<file path="src/rtl/exm_stage.sv">
// Execute/memory stage: ALU, {C,N,Z} flags, branch resolve, stack pointer and a
// two-cycle push/pop-PC sequencer. Optional stack bounds check: EXM_STACK_CHECK_EN.
module exm_stage (
  input  logic        i_clk,
  input  logic        i_reset,
  input  logic [2:0]  i_alu_function,
  input  logic [2:0]  i_branch_selector,
  input  logic        i_write_back,
  input  logic        i_change_carry,
  input  logic        i_carry_value,
  input  logic        i_mem_read,
  input  logic        i_mem_write,
  input  logic        i_stack_operation,
  input  logic        i_stack_function,
  input  logic        i_branch_operation,
  input  logic        i_push_pc,
  input  logic        i_pop_pc,
  input  logic        i_imm,
  input  logic [15:0] i_data1,
  input  logic [15:0] i_data2,
  input  logic [15:0] i_sh_amount,
  input  logic [2:0]  i_rd,
  input  logic [31:0] i_pc,
  output logic [15:0] o_alu_result,
  output logic [15:0] o_mem_addr,
  output logic [15:0] o_mem_wdata,
  output logic        o_mem_read,
  output logic        o_mem_write,
  output logic        o_write_back,
  output logic [2:0]  o_rd,
  output logic [2:0]  o_flags,
  output logic [15:0] o_sp,
  output logic        o_branch_taken,
  output logic [15:0] o_branch_target,
  output logic        o_stall,
  output logic        o_dbg_state
`ifdef EXM_STACK_CHECK_EN
  ,
  output logic        o_stack_fault
`endif
);

  typedef enum logic {S_IDLE = 1'b0, S_PC2 = 1'b1} state_t;

  localparam logic [15:0] SP_RESET = 16'h07FF;

  state_t      state_q, state_d;
  logic        pc2_push_q, pc2_push_d;
  logic [15:0] sp_q, sp_d;
  logic        c_q, n_q, z_q;
  logic        c_d, n_d, z_d;

  logic [15:0] op_b;
  logic [3:0]  shamt;
  logic [16:0] sum17, diff17;
  logic [4:0]  shl_idx;
  logic [3:0]  shr_idx;
  logic [15:0] alu_res;
  logic        carry_upd, carry_val;

  logic        acc_push, acc_pop, fault;
  logic [15:0] mem_addr, mem_wdata;
  logic        mem_read, mem_write, write_back, stall, taken;

  // ALU
  always_comb begin
    op_b      = i_imm ? i_sh_amount : i_data2;
    shamt     = i_sh_amount[3:0];
    sum17     = {1'b0, i_data1} + {1'b0, op_b};
    diff17    = {1'b0, i_data1} - {1'b0, op_b};
    shl_idx   = 5'd16 - {1'b0, shamt};
    shr_idx   = shamt - 4'd1;
    alu_res   = 16'h0000;
    carry_upd = 1'b0;
    carry_val = c_q;
    case (i_alu_function)
      3'b000: alu_res = op_b;
      3'b001: begin alu_res = sum17[15:0];  carry_upd = 1'b1; carry_val = sum17[16];  end
      3'b010: begin alu_res = diff17[15:0]; carry_upd = 1'b1; carry_val = diff17[16]; end
      3'b011: alu_res = i_data1 & op_b;
      3'b100: alu_res = i_data1 | op_b;
      3'b101: alu_res = ~i_data1;
      3'b110: begin
        alu_res   = i_data1 << shamt;
        carry_upd = (shamt != 4'd0);
        carry_val = i_data1[shl_idx[3:0]];
      end
      default: begin
        alu_res   = i_data1 >> shamt;
        carry_upd = (shamt != 4'd0);
        carry_val = i_data1[shr_idx];
      end
    endcase
  end

  // Sequencer, stack, flags and branch decision
  always_comb begin
    state_d    = state_q;
    pc2_push_d = pc2_push_q;
    sp_d       = sp_q;
    c_d        = c_q;
    n_d        = n_q;
    z_d        = z_q;
    acc_push   = 1'b0;
    acc_pop    = 1'b0;
    fault      = 1'b0;
    mem_addr   = alu_res;
    mem_wdata  = i_data2;
    mem_read   = 1'b0;
    mem_write  = 1'b0;
    write_back = 1'b0;
    stall      = 1'b0;
    taken      = 1'b0;

    if (state_q == S_IDLE) begin
      if (i_push_pc || i_pop_pc) begin
        state_d    = S_PC2;
        pc2_push_d = i_push_pc;
        stall      = 1'b1;
        acc_push   = i_push_pc;
        acc_pop    = !i_push_pc;
        mem_wdata  = i_pc[31:16];
      end else if (i_stack_operation) begin
        acc_push   = i_stack_function;
        acc_pop    = !i_stack_function;
        mem_wdata  = i_data1;
        write_back = i_write_back;
      end else begin
        mem_read   = i_mem_read;
        mem_write  = i_mem_write;
        write_back = i_write_back;
        if (i_write_back) begin
          z_d = (alu_res == 16'h0000);
          n_d = alu_res[15];
          if (carry_upd) c_d = carry_val;
        end
        if (i_change_carry) c_d = i_carry_value;
        // Conditional branches consume the flag they tested.
        if (i_branch_operation) begin
          case (i_branch_selector)
            3'b000:  begin taken = z_q; if (z_q) z_d = 1'b0; end
            3'b001:  begin taken = n_q; if (n_q) n_d = 1'b0; end
            3'b010:  begin taken = c_q; if (c_q) c_d = 1'b0; end
            3'b011:  taken = 1'b1;
            default: taken = 1'b0;
          endcase
        end
      end
    end else begin
      state_d   = S_IDLE;
      acc_push  = pc2_push_q;
      acc_pop   = !pc2_push_q;
      mem_wdata = i_pc[15:0];
    end

`ifdef EXM_STACK_CHECK_EN
    fault = (acc_push && (sp_q == 16'h0000)) || (acc_pop && (sp_q == SP_RESET));
`endif

    // Push is post-decrement, pop is pre-increment; a faulting access is dropped.
    if (acc_push) begin
      mem_addr = sp_q;
      if (!fault) begin
        mem_write = 1'b1;
        sp_d      = sp_q - 16'd1;
      end
    end else if (acc_pop) begin
      mem_addr = sp_q + 16'd1;
      if (!fault) begin
        mem_read = 1'b1;
        sp_d     = sp_q + 16'd1;
      end
    end

    if (!i_reset) begin
      mem_read   = 1'b0;
      mem_write  = 1'b0;
      write_back = 1'b0;
      stall      = 1'b0;
      taken      = 1'b0;
    end
  end

  always_ff @(posedge i_clk) begin
    if (!i_reset) begin
      state_q    <= S_IDLE;
      pc2_push_q <= 1'b0;
      sp_q       <= SP_RESET;
      c_q        <= 1'b0;
      n_q        <= 1'b0;
      z_q        <= 1'b0;
    end else begin
      state_q    <= state_d;
      pc2_push_q <= pc2_push_d;
      sp_q       <= sp_d;
      c_q        <= c_d;
      n_q        <= n_d;
      z_q        <= z_d;
    end
  end

`ifdef EXM_STACK_CHECK_EN
  logic fault_q;
  always_ff @(posedge i_clk) begin
    if (!i_reset)  fault_q <= 1'b0;
    else if (fault) fault_q <= 1'b1;
  end
  assign o_stack_fault = fault_q;
`endif

  assign o_alu_result    = alu_res;
  assign o_mem_addr      = mem_addr;
  assign o_mem_wdata     = mem_wdata;
  assign o_mem_read      = mem_read;
  assign o_mem_write     = mem_write;
  assign o_write_back    = write_back;
  assign o_rd            = i_rd;
  assign o_flags         = {c_q, n_q, z_q};
  assign o_sp            = sp_q;
  assign o_branch_taken  = taken;
  assign o_branch_target = i_data1;
  assign o_stall         = o_stall_int();
  assign o_dbg_state     = state_q;

  function automatic logic o_stall_int();
    return stall;
  endfunction

endmodule

</file>
<file path="config.mk">
export PLATFORM = sky130hd
export DESIGN_NAME = exm_stage
export DESIGN_NICKNAME = d
export VERILOG_FILES = /design/src/rtl/exm_stage.sv
export SDC_FILE = /design/constraint.sdc
export NUM_CORES = 1
export LEC_CHECK = 0
export CAP_MARGIN = 5
export CORE_MARGIN = 1
export CORE_UTILIZATION = 46
export DETAILED_ROUTE_END_ITERATION = 16
export PLACE_DENSITY_LB_ADDON = 0.1
export RECOVER_POWER = 25
export SYNTH_ARGS = -nofsm -noshare
export SYNTH_HDL_FRONTEND = slang
export SYNTH_SLANG_ARGS = --single-unit
</file>
<file path="constraint.sdc">
create_clock -name i_clk -period 4.71 [get_ports i_clk]
set_clock_uncertainty 0.2 [all_clocks]
set_input_delay 0.7065 -clock i_clk [delete_from_list [all_inputs] [get_ports i_clk]]
set_output_delay 0.7065 -clock i_clk [all_outputs]
set_load 0.03 [all_outputs]
</file>
Word-level counts from Yosys, hierarchy flattened. Cells that the tools add are included. W data, S select, Z words.

Shifts and indexed selects: 2. Multiplexer cells: 58. Equality and inequality tests: 9. Add/subtract/negate cells: 6. Reduce and logical (&&, ||, !) cells: 13. Bitwise logic cells: 6. Magnitude comparators: 2.

Operators with widths (number): $mux W16 (8); $pmux W16 S7 (1); $mux W1 (44); $add A16 B16 Y17 (1); $sub A16 B16 Y17 (1); $add A16 B1 Y16 const B (1); $and A16 B16 Y16 (1); $logic_not A16 Y1 (1); $not A16 Y16 (1); $or A16 B16 Y16 (1); $shl A16 B4 Y16 (1); $shr A16 B4 Y16 (1); $sub A16 B1 Y16 const B (1); $eq A3 B2 Y1 const B (4); $lt A4 B5 Y1 const B (2); $eq A3 B3 Y1 const B (3); $bmux W1 S4 (2); $pmux W1 S4 (2); $eq A3 B1 Y1 const B (2); $logic_not A3 Y1 (2); $reduce_bool A4 Y1 (1); $reduce_or A4 Y1 (1); $sub A1 B4 Y4 const A (1); $sub A4 B1 Y4 const B (1); 8 further kinds (12).

Output and inout port bits: 92. Bits in registers: 21.

Depth between registers and ports, before layout.
Word-level depth: 10. Depth in mapped cells: 15. Mapped depth without buffers: 13.

Least setup slack after synthesis. No wires, ideal clock.

Path type: input -> output. Start point: input i_imm. End point: output o_mem_addr[8]. Path buffers: 3. Arrival time: 4.232 ns. Stages: 11. Slack: -0.428 ns. Required time: 3.803 ns. Path through: clkbuf_1 > buf_2 > mux2i_1 > ha_1 > clkbuf_1 > nand2b_1 > a221oi_1 > o21ai_0 > o221a_2 > o21ai_0 > a221o_1.

Cells in the longest elaborated chain, start to end: 5. Elaborated cells on any way between the ends: 8. Those cells by class: add/sub (2); mux (4); bitwise (2).

RTL lines: start, declared (RTL line 18) `input logic i_imm,`; $mux W16 * (RTL line 67) `op_b = i_imm ? i_sh_amount : i_data2;`; $sub A16 B16 Y17 (tied with other cells) (RTL line 70) `diff17 = {1'b0, i_data1} - {1'b0, op_b};`; $pmux W16 S7 * (RTL line 76) `case (i_alu_function)`; net o_alu_result[8] (RTL line 24) `output logic [15:0] o_alu_result,`; $mux W16 * (RTL line 167) `end else if (acc_pop) begin`; $mux W16 * (RTL line 161) `if (acc_push) begin`; end, declared (RTL line 25) `output logic [15:0] o_mem_addr,`.

The timed path passes the listed nets; every way through them passes the cells marked *.

Final worst setup path.
Start point: input i_imm. End point: output o_mem_addr[15].

Cells in the longest elaborated chain, start to end: 5. Elaborated cells on any way between the ends: 8. Those cells by class: add/sub (2); mux (4); bitwise (2).

RTL lines (RTL line): $mux W16 * (67); $sub A16 B16 Y17 (tied with other cells) (70); $pmux W16 S7 * (76); $mux W16 * (167); $mux W16 * (161).

Mark *: on every way between the ends. The rest lies on a longest branch, timed or not.

==> metrics.md <==
| Metric | Value |
|---|---|
| DR vias | between 9000 and 10000 |
| Starting DRT DRC Count | about 1200 |
| Worst setup margin | -0.0171 ns |
| Mapped cell area | a little over 7000 um^2 |
| Hold WC Path Type | flip-flop to flip-flop |
| Global-route usage over all layers | about 40% |
| Post-synth EDFFs | 0 |
| Register area share after synthesis | just under 6% |
| Area after DPL | around 11000 um^2 |
| DRC Markers | 0 |
| Fmax | ~210 MHz |
| Synth async-reset ratio | 0% |
| Max stage delay on crit path | around 0.34 ns |
| Initial Utilization | a little under half |
| Layout cell share with drive strength beyond 1 | 32.6% |
| CP most frequent cell | buf_6 |
| Power Dens Cells | between 200 and 250 nW/um^2 |
| Die width | 128 um |
| Least-Margin Pin Slew | 1.12 ns |
| Die H | approximately 130 um |
| Share of the synthesized area in the top cell type | under 10% |
| Die area | approximately 16000 um^2 |
| Slew Limit Fails | 0 |
| Yosys reg bits | 21 |
| Net count after synthesis | about 1200 |
| Worst-path cell chain | buf_12, buf_6, mux2_4, inv_4, ha_4, nand2b_4, or3_4, o311a_4, buf_4, a211oi_4, o2111ai_1, a21oi_1, mux2i_1, and2b_1, buf_6, o21ai_4, buf_6 |
| Antenna violations before repair | 4 |
| Mapped Cells | between 900 and 1000 |
| Buf/Inv on CP | 6 |
| Pleak | 5.10 nW |
| PortBufs | ~190 |
| Hold_buf cts | 0 |
| WP data arrival | 3.82 ns |
| Clk Latency, worst-skew pair | roughly 0.27 ns |
| Top cells by area, synth | ha_1 (9.8%), mux4_2 (7.4%), o21ai_0 (6.0%) |
| Core area | 15300 um^2 |
| Vias in the first global route | approximately 8900 |
| Peak supply drop | about 0.14 mV |
| Final period util | 100% |
| Nets | 1497 |
| Status | finished, violations left |
| P&R area growth vs syn | 56.3% |
| Root buffer cell | clkbuf_16 |
| Final setup vio count | 1 |
| Setup WS pre-CTS | -1.09 ns |
| Max Fanout on Critical Path | 4 |
| FP Rows | 45 |
| Largest net degree at the start of global routing | 38 |
| Synth unique cells | 88 |
| Via/cell ratio | roughly 6.2 |
| Leading area contributor after synthesis | ha_1 |
| Placer Congestion | a little over 1 |
| Layout Cells excl Fill | 1549 |
| Worst Path Required | ~3.8 ns |
| Slowest cell on the critical path | o311a_4 |
| Pre-Repair DR Iteration Count | 5 |
| Register Area | 420 um^2 |
| Multi-input logic area | 6490 um^2 |
| Slew HR | about 25% |
| Crit path launch type | input port |
| CTS tree | built |
| Gr ovfl total | 0 |
| Post-Place Cells | 1532 |
| # clock sinks | 21 |
| CTS H-tree depth | 1 |
| Avg Cell Area, Syn | 7.34 um^2 |
| Yosys warns | 0 |
| Fill cell count | about 1200 |
| Failing checks | negative setup slack |
| CP Capture Type | output port |
| Post-DR wirelength/cell | roughly 22 um |
| CP delay by family, top | compound AO/OA/AOI/OAI gates |
| Kind of critical path | input port to output port |
| Final Total Pwr | 2.28 mW |
| Routed Antenna Nets | 0 |
| Clock transition at path regs | ~0.060 ns |
| Prevailing post-synth register cell | dfxtp_1 |
| Clk buf depth | 2 |
| Unrepaired setup endpoints after global routing | true |
| Number of buffers created by CTS | 3 |
| Final non-filler cell area | roughly 11000 um^2 |
| Final WL | 34500 um |
| Final hold violations | 0 |
| Global-route wire length before repair | between 50000 and 60000 um |
| Min Tclk post-route | roughly 4.7 ns |
| Max-Cap Viols | 0 |
| Top-level port count | between 150 and 200 |
| Post-detail-place hpwl | between 20000 and 30000 um |
per-stage QoR:
stage	hold WS [ns]	util, %	setup TNS (ns)
after floorplan	0.250	-	0
after global placement	0.278	70.5	-13.19
after detailed placement	0.303	70.5	-13.76
after CTS	0.310	72.9	-0.0559
after global routing	0.323	74.2	-0.227
final	0.314	74.2	-0.0171
worst register-to-register path, cell delays in order (launching register included):
cell      delay, ns
dfxtp_1        0.44
or4_4          0.61
or3b_1         0.44
or4_1          0.46
nor3_1         0.21
o21ai_0        0.11
a221oi_1       0.33
nor2b_1        0.07
layout make-up:
cell class              count  area share, %
multi-input cells         800           57.2
inverters                  61           2.13
repair buffers            449           33.9
diodes                      3         0.0661
clock inverters             1         0.0441
flip-flops and latches     21           3.70
well taps                 211           2.32
clock buffers               3          0.661
Yosys cell counts (all sizes together), types with 17 or more instances:
| cell type | instances |
|---|---|
| xnor2 | 17 |
| a211oi | 17 |
| o21ai | 89 |
| clkbuf | 55 |
| mux2i | 38 |
| nor2 | 76 |
| inv | 61 |
| dfxtp | 21 |
| nand2 | 98 |
| mux2 | 22 |
| buf | 53 |
| a21oi | 47 |
| mux4 | 32 |
| ha | 57 |
| nor3 | 21 |
final timing paths:
kind                           start  depth (start not counted)  slack, ns                 endpoint
max reg2reg     o_sp[3]$_SDFFE_PN1P_                          7       1.72    o_sp[15]$_SDFFE_PN0P_
min reg2reg  pc2_push_q$_SDFFE_PN0P_                          2       0.31  pc2_push_q$_SDFFE_PN0P_
min          pc2_push_q$_SDFFE_PN0P_                          2       0.31  pc2_push_q$_SDFFE_PN0P_
max                            i_imm                         17      -0.02           o_mem_addr[15]
metal layers:
metal	wire length, um	share of wire (%)	vias to the layer above	track usage [%]
met1	13700	40	4545	54.2
met4	1070	3.1	0	13.1
met5	0	0	-	0
met3	3600	10	80	6.64
li1	-	-	4351	-
met2	16100	47	601	68.9
registers in the layout (all words and copies together) (netlist names):
signal and cells:
n_q 1, pc2_push_q 1, c_q 1, o_dbg_state 1, o_sp 16, z_q 1
placed cells by master, fill, tap and decap left out, types with 24 or more instances in the layout:
cell and count:
o21ai_0 81, nor2_1 75, mux4_2 24, ha_1 45, buf_4 273, nand2_1 96, a21oi_1 43, mux2i_1 37
clkdlybuf4s50_1 103, inv_1 51
logic make-up (layout without fill, tap and decap cells):
group,after synthesis,after routing,synth area share (%)
buffers and inverters,170,514,11.0
other,0,3,0
XOR/XNOR,27,27,3.25
AND/OR/NAND/NOR,324,324,22.9
flip-flops,21,21,5.78
adder cells (fa/ha/maj),59,59,10.4
AO/OA/AOI/OAI,298,298,27.7
multiplexers,92,92,19.0
power breakdown:
part / switching, mW / internal (mW)
Combinational: 1.00 / 0.828
Clock: 0.0762 / 0.115
Sequential: 0.0619 / 0.203
timing repair:
action / 4_1_cts / 5_1_grt
buffers inserted: 9 / 1
gates resized for setup: 115 / 53
setup endpoints to repair: 30 / 15
pin swaps: 15 / 19
endpoints found under the hold margin: 0 / 0
gates cloned: 0 / 0
(Power assumes the default switching activity.)
